File: config.mk
export PLATFORM = sky130hd
export DESIGN_NAME = onehot_stream_demux
export DESIGN_NICKNAME = d
export VERILOG_FILES = /design/src/rtl/onehot_stream_demux.sv
export SDC_FILE = /design/constraint.sdc
export NUM_CORES = 1
export LEC_CHECK = 0
export CAP_MARGIN = 20
export CORE_MARGIN = 3
export CORE_UTILIZATION = 48
export CTS_BUF_LIST = sky130_fd_sc_hd__clkbuf_16
export DETAILED_ROUTE_END_ITERATION = 16
export GPL_TIMING_DRIVEN = 1
export PLACE_DENSITY_LB_ADDON = 0.1
export RECOVER_POWER = 25
export REMOVE_ABC_BUFFERS = 1
export SKIP_CTS_REPAIR_TIMING = 1
export SYNTH_ARGS = -nofsm -noshare
export SYNTH_HDL_FRONTEND = slang
export SYNTH_SLANG_ARGS = --single-unit
File: constraint.sdc
create_clock -name clk -period 5.1 [get_ports clk]
set_input_delay 1.53 -clock clk [delete_from_list [all_inputs] [get_ports clk]]
set_output_delay 1.53 -clock clk [all_outputs]
set_load 0.02 [all_outputs]
File: src/rtl/onehot_stream_demux.sv
// rtl/onehot_stream_demux.sv - one-hot routed valid/ready demux with per-lane one-entry buffers
// Illegal (zero or multi-hot) selects are consumed, dropped and counted.
module onehot_stream_demux #(
  parameter type T         = logic,
  parameter int  SEL_WIDTH = 4,
  parameter int  CNT_WIDTH = 8
) (
  input  logic                 clk,
  input  logic                 rst_n,
  input  logic                 in_valid,
  output logic                 in_ready,
  input  T                     in_data,
  input  logic [SEL_WIDTH-1:0] in_sel_oh,
  output logic [SEL_WIDTH-1:0] out_valid,
  input  logic [SEL_WIDTH-1:0] out_ready,
  output T                     out_data [SEL_WIDTH-1:0],
  output logic [CNT_WIDTH-1:0] drop_cnt,
  output logic                 err_multihot
);

  logic [SEL_WIDTH-1:0] r_lane_vld;
  T                     r_lane_dat [SEL_WIDTH-1:0];
  logic [CNT_WIDTH-1:0] r_drop_cnt;
  logic                 r_err_multihot;

  logic [SEL_WIDTH-1:0] w_lane_free;
  logic [SEL_WIDTH-1:0] w_push;
  logic [SEL_WIDTH-1:0] w_pop;
  logic                 w_sel_zero;
  logic                 w_sel_onehot;
  logic                 w_accept;
  logic                 w_drop;

  assign w_sel_zero   = (in_sel_oh == '0);
  assign w_sel_onehot = !w_sel_zero && ((in_sel_oh & (in_sel_oh - SEL_WIDTH'(1))) == '0);
  assign w_lane_free  = ~r_lane_vld | out_ready;

  // Illegal selects are always consumed so they can never stall the input.
  assign in_ready = w_sel_onehot ? |(in_sel_oh & w_lane_free) : 1'b1;
  assign w_accept = in_valid & in_ready;
  assign w_push   = (w_accept && w_sel_onehot) ? in_sel_oh : '0;
  assign w_pop    = r_lane_vld & out_ready;
  assign w_drop   = w_accept & ~w_sel_onehot;

  always_ff @(posedge clk or negedge rst_n) begin
    if (!rst_n) begin
      r_lane_vld <= '0;
      for (int i = 0; i < SEL_WIDTH; i++) begin
        r_lane_dat[i] <= '0;
      end
    end else begin
      r_lane_vld <= (r_lane_vld & ~w_pop) | w_push;
      for (int i = 0; i < SEL_WIDTH; i++) begin
        if (w_push[i]) begin
          r_lane_dat[i] <= in_data;
        end
      end
    end
  end

  always_ff @(posedge clk or negedge rst_n) begin
    if (!rst_n) begin
      r_drop_cnt     <= '0;
      r_err_multihot <= 1'b0;
    end else begin
      if (w_drop && (r_drop_cnt != '1)) begin
        r_drop_cnt <= r_drop_cnt + CNT_WIDTH'(1);
      end
      if (w_accept && !w_sel_zero && !w_sel_onehot) begin
        r_err_multihot <= 1'b1;
      end
    end
  end

  assign out_valid    = r_lane_vld;
  assign out_data     = r_lane_dat;
  assign drop_cnt     = r_drop_cnt;
  assign err_multihot = r_err_multihot;

`ifdef COMM_ASSERT
  for (genvar g = 0; g < SEL_WIDTH; g++) begin : g_stable
    a_out_stable: assert property (@(posedge clk) disable iff (!rst_n)
      (out_valid[g] && !out_ready[g]) |=> (out_valid[g] && (out_data[g] == $past(out_data[g]))));
  end
`endif

endmodule
==> impl_metrics.ini, run 1 <==
[status]
run_status = finished clean

[clocking]
cts_inserted_buffers = 3
cts_tree = done
root_buffer = clkbuf_16
cts_sinks = 17
clk_latency_ps = 240
clock_path_buffers = 2
cts_max_level = 1
path_clk_slew_ps = 50

[setup_path]
worst_ep_required_time_ps = 3570
crit_top_cell = clkdlybuf4s50_1
reg2reg_slack_ps = 3460
worstPathArrival_ps = 3470
critical_path.slowest_cell = or4b_4
cp-start-kind = input port
path_buf_inv = 2
worst_r2r_startpoint = out_valid[0]
cp_num_cells = 5
path_class = input port to output pin
reg2reg_depth = 5
end_kind = output pin
crit_fanout = 6
cp_top_family = buffers and inverters
r2r-end = out_data[2]
cp_cell_sequence = clkdlybuf4s50_1 -> or4b_4 -> o211a_2 -> nand3b_1 -> clkdlybuf4s50_1
max_stage_delay_ps = 590

[worst_hold_path]
worstHoldStart = err_multihot
min_path_type = register to register
holdPathStages = 1
holdPathEnd = err_multihot

[layout]
drive_above_1_share_pct = 20.7
nNetsFinal = 130
antenna_cells = 0
synthToLayoutAreaGrowth_pct = 48.5

[power_and_ir_drop]
powerDensity_mw_per_mm2 = 431
power.leakage_nw = 0.576
finalPower_w = 0.000579
irDropWorstVdd_mv = 0.392

[timing]
min_period_ps = 5000
slew_headroom_pct = 49.4
rsz0062_at_grt = false
slew_viol_final = 0
tightest_slew_ps = 757
hold_violations = 0
fin_tns_setup_ps = 0
max_freq_ghz = 0.200
finalCritPeriodShare_pct = 98.0
finClkSkew_ps = 2.58
setup_viol = 0

[routing]
vias = 756
wl_per_cell_um = 14.4
drt-initial-drc-count = 18
drtPass1Iterations = 4
drc = 0
drt.antenna.violating_nets = 0
drt-vias-per-instance = 5.36
wirelength_um = 2030

[synthesis]
ys_types = 32
yosysWarnings = 0
synth_top_area_share_pct = 47.0
synthCells = 78
netlist_area_um2 = 905
ys_ff_latch = 17
syn_avg_cell_area_um2 = 11.6
netlist_top_cells_area = dfrtp_1 47%, mux2_2 8.7%, a2111oi_4 6.1%
synth-seq-area-share_pct = 47.0
synth_top_cell_by_area = dfrtp_1

[placed_design]
io_buffers = 29
gp_congestion = 0.809
dp_hpwl_um = 1460

[global_routing]
grt_antenna_before_repair = 0
grt_max_degree = 18
grt_pass1_wl_um = 3480
grt_util_all_layers_pct = 18.3
grt_overflow = 0
grt_pass1_vias = 784

[floorplan]
rows = 15
start_util_pct = 51.8
core-area_mm2 = 0.00175
die_h_um = 49.4
die_w_um = 49.4
die_area_mm2 = 0.00244
boundaryPins = 30

[run]
drv_cap = 0
==> worst register-to-register path: stages, from the launching register on <==
cell	delay, ps
dfrtp_1	370
nand2b_1	100
a22oi_1	110
buf_4	180
a2111oi_4	390
mux2_2	380
==> layout make-up <==
class                   count  area [µm²]
fillers                   123         402
clock inverters             1        5.00
repair buffers             34         328
flip-flops and latches     17         425
multi-input cells          56         460
inverters                   5        18.8
clock buffers               3        75.1
well taps                  25        31.3
==> report_power, final <==
part | internal, W | switching, W
registers | 0.000171 | 0.0000371
logic | 0.000110 | 0.000106
clock network | 0.000105 | 0.0000496
==> registers in the layout, summed over array words and instances, names as in the netlist <==
signal        count
out_valid         4
drop_cnt          8
out_data          4
err_multihot      1
==> worst max path at each step <==
stage | start | end | slack [ps]
floorplan | in_sel_oh[1] | in_ready | 1040
global placement | in_sel_oh[0] | in_ready | 140
detailed placement | in_sel_oh[0] | in_ready | 110
CTS | in_sel_oh[0] | in_ready | 110
global route | in_sel_oh[0] | in_ready | 40
finish | in_sel_oh[0] | in_ready | 100
==> kinds of logic after synthesis <==
| logic type | after synthesis | synth area share (%) |
|---|---|---|
| buffers and inverters | 5 | 2.07 |
| and+or+nand+nor | 28 | 18.3 |
| AOI/OAI and AO/OA | 14 | 16.5 |
| adders and majority gates | 1 | 1.38 |
| DFF | 17 | 47.0 |
| xor gates and xnor gates | 5 | 4.84 |
| muxes | 8 | 9.96 |
==> stage by stage <==
stage	utilization, %	setup slack, ps	area, µm²	hold WS, ps	cells
global placement	72.4	143	1260	461	137
floorplan	-	1040	905	592	78
detailed placement	72.4	114	1260	473	137
finish	77.0	104	1340	477	141
global route	77.0	40.5	1340	514	141
CTS	77.0	110	1340	485	141
==> routing by layer <==
metal | vias up | share of wire (%) | GRT usage, %
met3 | 2 | 5.7 | 4.28
met2 | 28 | 50 | 31.9
met1 | 365 | 43 | 22.3
met4 | 0 | 0.49 | 5.53
met5 | - | 0 | 0
li1 | 361 | - | -
==> cell usage in the layout, fill, tap and decap left out, types with 2 or more instances in the layout <==
cell type / instances
dfrtp_1: 17
clkbuf_16: 3
nor2_1: 2
mux2_2: 7
a22oi_1: 2
nor3_1: 3
buf_4: 5
a21oi_1: 2
a2111oi_4: 2
xor2_1: 4
inv_1: 5
nand3_1: 2
nand2_1: 6
clkdlybuf4s50_1: 28
nand2b_1: 6
==> cell usage after synthesis (all sizes together) <==
cell type   n
o21bai      1
nand2b      6
o211a       1
or2         1
nor2        3
o2111ai     1
nor3        3
xnor2       1
nand3       2
nor4b       1
nand2       6
ha          1
a22oi       2
dfrtp      17
a2111oi     2
nand4       1
a21o        2
xor2        4
inv         5
a21oi       2
nand3b      1
nor3b       1
or4b        2
a211o       2
mux2        8
o31ai       1
nor4        1
Power figures use the tool's default switching activity.
==> run 2, diff against run 1 <==
--- a/config.mk
+++ b/config.mk
@@ -5,7 +5,6 @@
 export SDC_FILE = /design/constraint.sdc
 export NUM_CORES = 1
 export LEC_CHECK = 0
-export CAP_MARGIN = 20
 export CORE_MARGIN = 3
 export CORE_UTILIZATION = 48
 export CTS_BUF_LIST = sky130_fd_sc_hd__clkbuf_16
==> results of run 2 <==
Same layout as run 1: the final DEF is identical, and so are final timing and power.
